`config.mk`:
```
export PLATFORM = sky130hd
export DESIGN_NAME = prism_evt_timer_shift
export DESIGN_NICKNAME = d
export VERILOG_FILES = /design/src/rtl/prism_evt_timer_shift.sv
export SDC_FILE = /design/constraint.sdc
export NUM_CORES = 1
export LEC_CHECK = 0
export BUFFER_PORTS_ARGS = -buffer_cell sky130_fd_sc_hd__clkbuf_2
export CAP_MARGIN = 20
export CORE_MARGIN = 5
export CORE_UTILIZATION = 50
export CTS_CLUSTER_SIZE = 30
export DETAILED_ROUTE_END_ITERATION = 10
export GPL_ROUTABILITY_DRIVEN = 0
export PLACE_DENSITY_LB_ADDON = 0.08
export SETUP_SLACK_MARGIN = 0.3
export SYNTH_ARGS = -nofsm -noshare
export SYNTH_HDL_FRONTEND = slang
export SYNTH_SLANG_ARGS = --single-unit
```
`constraint.sdc`:
```
create_clock -name clk -period 4.05 [get_ports clk]
set_clock_uncertainty 0.15 [all_clocks]
set_input_delay 0.6075 -clock clk [delete_from_list [all_inputs] [get_ports clk]]
set_output_delay 0.6075 -clock clk [all_outputs]
set_load 0.02 [all_outputs]
```
`src/rtl/prism_evt_timer_shift.sv`:
```
// prism_evt_timer_shift: PRISM event down-counters,
// serial shifter and word FIFO on the TinyQV bus.
module prism_evt_timer_shift #(
  parameter int NCNT       = 2,
  parameter int CNT_W      = 24,
  parameter int SHIFT_W    = 8,
  parameter int FIFO_DEPTH = 4
) (
  input  logic              clk,
  input  logic              rst_n,
  input  logic [5:0]        address,
  input  logic [31:0]       data_in,
  input  logic [1:0]        data_write_n,
  input  logic [1:0]        data_read_n,
  output logic [31:0]       data_out,
  output logic              data_ready,
  input  logic [NCNT-1:0]   cnt_load,
  input  logic [NCNT-1:0]   cnt_dec,
  input  logic              shift_en,
  input  logic [3:0]        shift_in,
  output logic [NCNT-1:0]   cnt_zero,
  output logic              shift_out,
  output logic              irq
);

  localparam int AW = $clog2(FIFO_DEPTH);
  localparam int BW = $clog2(SHIFT_W);
  localparam int LW = AW + 1;
  localparam logic [BW-1:0] B_LAST =
    BW'(SHIFT_W - 1);
  localparam logic [LW-1:0] L_FULL =
    LW'(FIFO_DEPTH);

  // control / status state
  logic              en_q;
  logic              dir_q;
  logic [1:0]        sel_q;
  logic [NCNT-1:0]   ar_q;
  logic [NCNT-1:0]   zs_q;
  logic              wd_q;
  logic              ovf_q;
  logic [9:0]        ien_q;
  logic              irq_q;

  // counters
  logic [CNT_W-1:0]  cnt_q [NCNT];
  logic [CNT_W-1:0]  pre_q [NCNT];
  logic [CNT_W-1:0]  cnt_d [NCNT];
  logic [NCNT-1:0]   zs_set;

  // shifter
  logic [SHIFT_W-1:0] sr_q;
  logic [SHIFT_W-1:0] sr_d;
  logic [SHIFT_W-1:0] sr_sh;
  logic [BW-1:0]      bc_q;
  logic [BW-1:0]      bc_d;
  logic               sbit;
  logic               shift;
  logic               word;

  // fifo
  logic [SHIFT_W-1:0] mem [FIFO_DEPTH];
  logic [AW-1:0]      wp_q;
  logic [AW-1:0]      rp_q;
  logic [LW-1:0]      lvl_q;
  logic               full;
  logic               empty;
  logic               push;
  logic               pop;
  logic               drop;

  // bus decode
  logic              wr;
  logic              rd;
  logic              al;
  logic [3:0]        wa;
  logic              is_ctrl;
  logic              is_stat;
  logic              is_ien;
  logic              is_fifo;
  logic              is_cnt;
  logic              wr_ctrl;
  logic              wr_stat;
  logic              wr_ien;
  logic              wr_cnt;
  logic              flush;
  logic              unused_ok;

  // read-side views
  logic [CNT_W-1:0]  cnt_rd;
  logic [9:0]        stat10;
  logic [2:0]        lvl3;
  logic [31:0]       ctrl_rd;
  logic [31:0]       stat_rd;
  logic [31:0]       fifo_rd;

  assign data_ready = 1'b1;
  assign unused_ok  = ^data_in;

  assign wr = (data_write_n == 2'b10);
  assign rd = (data_read_n != 2'b11);
  assign al = (address[1:0] == 2'b00);
  assign wa = address[5:2];

  assign is_ctrl = al && (wa == 4'd0);
  assign is_stat = al && (wa == 4'd1);
  assign is_ien  = al && (wa == 4'd2);
  assign is_fifo = al && (wa == 4'd3);
  assign is_cnt  = al && (wa[3:2] == 2'b01)
                 && (int'(wa[1:0]) < NCNT);

  assign wr_ctrl = wr && is_ctrl;
  assign wr_stat = wr && is_stat;
  assign wr_ien  = wr && is_ien;
  assign wr_cnt  = wr && is_cnt;
  assign flush   = wr_ctrl && data_in[31];

  // counter next state: load beats dec
  always_comb begin
    for (int k = 0; k < NCNT; k++) begin
      cnt_d[k]  = cnt_q[k];
      zs_set[k] = 1'b0;
      if (en_q) begin
        if (cnt_load[k]) begin
          cnt_d[k] = pre_q[k];
        end else if (cnt_dec[k]) begin
          if (cnt_q[k] == '0) begin
            cnt_d[k] = ar_q[k] ? pre_q[k]
                               : '0;
          end else if (cnt_q[k] == CNT_W'(1)) begin
            cnt_d[k]  = '0;
            zs_set[k] = 1'b1;
          end else begin
            cnt_d[k] = cnt_q[k] - CNT_W'(1);
          end
        end
      end
    end
  end

  // shifter next state and word completion
  always_comb begin
    sbit  = shift_in[sel_q];
    shift = en_q && shift_en;
    sr_sh = dir_q
      ? {sbit, sr_q[SHIFT_W-1:1]}
      : {sr_q[SHIFT_W-2:0], sbit};
    sr_d  = shift ? sr_sh : sr_q;
    word  = shift && (bc_q == B_LAST);
    bc_d  = bc_q;
    if (flush)
      bc_d = '0;
    else if (word)
      bc_d = '0;
    else if (shift)
      bc_d = bc_q + BW'(1);
  end

  // fifo push/pop arbitration
  always_comb begin
    full  = (lvl_q == L_FULL);
    empty = (lvl_q == '0);
    pop   = rd && is_fifo && !empty;
    push  = word && (!full || pop);
    drop  = word && full && !pop;
  end

  // counter and preload registers
  always_ff @(posedge clk) begin
    for (int k = 0; k < NCNT; k++) begin
      if (!rst_n) begin
        cnt_q[k] <= '0;
        pre_q[k] <= '0;
      end else begin
        cnt_q[k] <= cnt_d[k];
        if (wr_cnt && (wa[1:0] == 2'(k)))
          pre_q[k] <= data_in[CNT_W-1:0];
      end
    end
  end

  // control, mask, sticky status and irq
  always_ff @(posedge clk) begin
    if (!rst_n) begin
      en_q  <= 1'b0;
      dir_q <= 1'b0;
      sel_q <= 2'b00;
      ar_q  <= '0;
      ien_q <= '0;
      zs_q  <= '0;
      wd_q  <= 1'b0;
      ovf_q <= 1'b0;
      irq_q <= 1'b0;
    end else begin
      if (wr_ctrl) begin
        en_q  <= data_in[0];
        dir_q <= data_in[1];
        sel_q <= data_in[3:2];
        ar_q  <= data_in[8 +: NCNT];
      end
      if (wr_ien)
        ien_q <= data_in[9:0];
      zs_q  <= (zs_q & ~({NCNT{wr_stat}}
             & data_in[NCNT-1:0])) | zs_set;
      wd_q  <= (wd_q & ~(wr_stat && data_in[8]))
             | word;
      ovf_q <= (ovf_q & ~(wr_stat && data_in[9]))
             | drop;
      irq_q <= |(stat10 & ien_q);
    end
  end

  // shift register and bit counter
  always_ff @(posedge clk) begin
    if (!rst_n) begin
      sr_q <= '0;
      bc_q <= '0;
    end else begin
      sr_q <= sr_d;
      bc_q <= bc_d;
    end
  end

  // fifo storage and pointers
  always_ff @(posedge clk) begin
    if (!rst_n) begin
      wp_q  <= '0;
      rp_q  <= '0;
      lvl_q <= '0;
      for (int i = 0; i < FIFO_DEPTH; i++)
        mem[i] <= '0;
    end else if (flush) begin
      wp_q  <= '0;
      rp_q  <= '0;
      lvl_q <= '0;
    end else begin
      if (push) begin
        mem[wp_q] <= sr_d;
        wp_q      <= wp_q + AW'(1);
      end
      if (pop)
        rp_q <= rp_q + AW'(1);
      lvl_q <= lvl_q + LW'(push) - LW'(pop);
    end
  end

  // read views of the register map
  always_comb begin
    cnt_rd = '0;
    for (int k = 0; k < NCNT; k++)
      if (wa[1:0] == 2'(k))
        cnt_rd = cnt_q[k];
    stat10 = '0;
    stat10[NCNT-1:0] = zs_q;
    stat10[8] = wd_q;
    stat10[9] = ovf_q;
    lvl3 = 3'(lvl_q);
    ctrl_rd = '0;
    ctrl_rd[0] = en_q;
    ctrl_rd[1] = dir_q;
    ctrl_rd[3:2] = sel_q;
    ctrl_rd[8 +: NCNT] = ar_q;
    stat_rd = '0;
    stat_rd[9:0] = stat10;
    stat_rd[10] = !empty;
    stat_rd[13:11] = lvl3;
    fifo_rd = empty ? '0 : 32'(mem[rp_q]);
  end

  // address-selected read data
  always_comb begin
    data_out = '0;
    unique case (1'b1)
      is_ctrl: data_out = ctrl_rd;
      is_stat: data_out = stat_rd;
      is_ien:  data_out = {22'd0, ien_q};
      is_fifo: data_out = fifo_rd;
      is_cnt:  data_out = 32'(cnt_rd);
      default: data_out = '0;
    endcase
  end

  // event-side outputs
  always_comb begin
    for (int k = 0; k < NCNT; k++)
      cnt_zero[k] = (cnt_q[k] == '0);
    shift_out = dir_q ? sr_q[0]
                      : sr_q[SHIFT_W-1];
    irq = irq_q;
  end

endmodule

```
==> results by group <==
Outcome
  • Status: finished clean

Synthesis
  • Post-synth ARST share: 0%
  • Ys flop type: dfxtp_1
  • Post-synthesis compound-gate area fraction: between 10% and 20%
  • EDFF count, synth: 80
  • Post-synthesis xor/xnor area fraction: 0.703%
  • Adder-Cell Fraction of Synth Area: 1.66%
  • Post-synthesis sequential area ratio: 47.9%
  • Mux cell area share after synthesis: 6.48%
  • Largest family of logic cells by synthesized area: simple AND/OR/NAND/NOR gates
  • Yosys cell types: 77
  • Post-Synthesis Cell Area: approximately 8700 um^2
  • Area share of and/or/nand/nor cells after synthesis: 20.7%
  • Yosys reg bits: about 170
  • Synth Instances: a little under 900
  • Ys Warns: 0
  • Mean Syn Cell Area: 9.87 um^2

Critical path
  • Crit path kind: primary input to output pin
  • CP Data Arrival Time: 2.53 ns
  • Required time worst endpoint: 3.29 ns
  • Crit-path max cell delay: 0.47 ns
  • Worst setup EP type: output pin
  • CP Launch Type: primary input
  • Slowest cell on the critical path: nor4_1
  • Critical Path, Cell by Cell: clkbuf_2 > nor4_1 > and2_1 > buf_4 > a22oi_1 > o21ai_0 > clkbuf_2
  • Most common cell on crit path: clkbuf_2
  • WP buf/inv: 3
  • Cell family with most CP delay: simple AND/OR/NAND/NOR gates
  • Worst-path maximum fanout: 15

Floorplan
  • Die Span Y: 142 um
  • Die Wd: 142 um
  • Top Ports: 90
  • DIE AREA: 20200 um^2
  • Starting Density: roughly 51%
  • Core area: 17200 um^2
  • Rows: 48

STA
  • RSZ-0062 raised after global routing: false
  • Final Setup Violations: 0
  • FMAX: 304 MHz
  • Max-slew violations: 0
  • Setup TNS: 0 ns
  • Slew at the pin closest to its max-slew limit: 0.953 ns
  • Fin. Hold Viols: 0
  • Tmin final: 3.29 ns
  • Rel. slew slack: 35.5%
  • Fin crit share: 81.2%

Placed design
  • HPWL Detailed: 19600 um
  • Port bufs: 73

Clock tree
  • Hold_buf cts: 0
  • H-tree Lvls: 4
  • Maximum clock path buffer count: 2
  • Postcts setup bufs: 0
  • Num CTS Buffers: 17
  • Clk pin slew, worst setup/hold paths: 0.07 ns
  • CTS tree: built
  • Worst skew pair latency: 0.43 ns
  • Root buffer cell: clkbuf_16
  • # resized after CTS: 0
  • CTS sink count: ~170

Pwr
  • Combinational cell fraction of total power: under 10%
  • Sw Share: 24.8%
  • Max IR drop VDD: around 0.30 mV
  • P_sw: 0.889 mW
  • Pwr Density: about 360 nW/um^2
  • Flop pwr share: 51.5%
  • LEAKAGE: about 3.8 nW
  • Clk network pwr share: 43.7%
  • Int Pwr: around 2.7 mW
  • Total power: between 3 and 4 mW

Route
  • DR iter-0 viols: approximately 930
  • Vias per cell: approximately 6.4
  • Drt first pass iters: 5
  • Number of remaining DRC errors: 0
  • Post-DR wirelength/cell: approximately 23 um
  • Post-route ant nets: 0
  • Routed WL: 26600 um
  • DR vias: approximately 7600

Global routing
  • Largest net degree at the start of global routing: 39
  • Total track usage: 26.5%
  • First-pass GRT wire length: between 40000 and 50000 um
  • Number of global-route vias before repair: ~7200
  • Grt total ovfl: 0
  • Initial antenna violation count: 0

Final layout
  • FILL cells: 1533
  • Share of layout cells above drive strength 1: approximately 17%
  • Fin nets: 1007
  • Antenna diode count: 0
  • Area delta synth->final: 13.2%
  • Commonest non-fill, non-tap cells in the layout: nor2_1, dfxtp_1, edfxtp_1, clkbuf_2, nand2_1
  • Most common cell after layout, fill and taps aside: nor2_1

Worst hold path
  • Tightest Hold Check Type: primary input to flop

Run
  • Max Cap Violations: 0
## through the flow
| step | setup WS (ns) | utilization, % | hold WS, ns | instances | cell area [um^2] |
|---|---|---|---|---|---|
| final | 0.762 | 57.3 | 0.299 | 1181 | 9870 |
| after global routing | 0.683 | 57.3 | 0.317 | 1181 | 9870 |
| after global placement | 0.901 | 54.0 | 0.297 | 1148 | 9310 |
| after CTS | 0.799 | 57.2 | 0.299 | 1180 | 9870 |
| after detailed placement | 0.862 | 54.0 | 0.287 | 1148 | 9310 |
| after floorplan | 0.332 | - | 0.278 | 891 | 8750 |
## flip-flops by register name (all words and copies together), names as in the netlist, 2 cells and up, named ones only
name,count
ar_q,2
rp_q,2
zs_q,2
wp_q,2
lvl3,3
cnt_q,48
ien_q,10
sr_q,8
sel_q,2
pre_q,48
bc_q,3
mem,32
## final timing paths
path / start / end / slack [ns] / depth (start not counted)
setup / recovery: address[3] / data_out[6] / 0.76 / 7
hold / removal: data_in[9] / ien_q[9] / 0.30 / 3
setup reg to reg: cnt_q[1][8] / cnt_q[1][10] / 0.96 / 5
hold reg to reg: pre_q[0][23] / cnt_q[0][23] / 0.31 / 1
## worst min-delay path: cells and delay by family
kind                   cells  cell delay, ns
buffers and inverters      1            0.10
and+or+nand+nor            1            0.07
muxes                      1            0.06
## power by group through the flow
stage | Sequential, mW | Clock (mW) | Combinational, mW
after detailed placement | 1.88 | 0 | 0.170
after global placement | 1.88 | 0 | 0.166
after floorplan | 1.87 | 0 | 0.101
after global routing | 1.84 | 1.65 | 0.184
after CTS | 1.84 | 1.58 | 0.170
final | 1.84 | 1.56 | 0.173
## metal layers
metal / vias up / wire length, um / global-route usage [%]
met5: - / 0 / 0
li1: 3455 / - / -
met1: 3633 / 10900 / 34.7
met2: 402 / 12600 / 43.0
met4: 0 / 1000 / 10.4
met3: 72 / 2230 / 5.88
## cell usage after synthesis, types with 8 or more instances
| master | number | area [um^2] |
|---|---|---|
| a211oi_1 | 9 | 67.6 |
| a21oi_1 | 22 | 110 |
| a221o_1 | 13 | 130 |
| a221oi_1 | 8 | 70.1 |
| a22oi_1 | 23 | 173 |
| a32oi_1 | 10 | 87.6 |
| and2_1 | 52 | 325 |
| buf_4 | 11 | 82.6 |
| clkbuf_1 | 45 | 169 |
| dfxtp_1 | 89 | 1780 |
| edfxtp_1 | 80 | 2400 |
| ha_1 | 10 | 125 |
| inv_1 | 31 | 116 |
| mux2i_1 | 34 | 340 |
| mux4_2 | 9 | 203 |
| nand2_1 | 53 | 199 |
| nand3_1 | 23 | 115 |
| nand4_1 | 9 | 56.3 |
| nor2_1 | 111 | 417 |
| nor3_1 | 25 | 125 |
| nor4_1 | 23 | 144 |
| o211ai_1 | 8 | 60.1 |
| o21ai_0 | 36 | 180 |
| o221ai_1 | 10 | 87.6 |
| or3_1 | 11 | 68.8 |
## cell type report
class	count	area, um^2	area share [%]
Inverter	31	116	1.18
Timing Repair Buffer	98	566	5.73
Clock inverter	15	135	1.37
Clock buffer	17	425	4.31
Sequential cell	169	4180	42.4
Multi-Input combinational cell	626	4170	42.2
Tap cell	225	282	2.85
## kinds of logic (layout without fill, tap and decap cells)
| kind of cell | after synthesis | after routing |
|---|---|---|
| XOR/XNOR | 7 | 7 |
| buffers and inverters | 96 | 161 |
| adder cells (fa/ha/maj) | 11 | 11 |
| multiplexers | 45 | 45 |
| flip-flops | 169 | 169 |
| AO/OA/AOI/OAI | 205 | 205 |
| other | 2 | 9 |
| AND/OR/NAND/NOR | 349 | 349 |
Power figures use the tool's default switching activity.
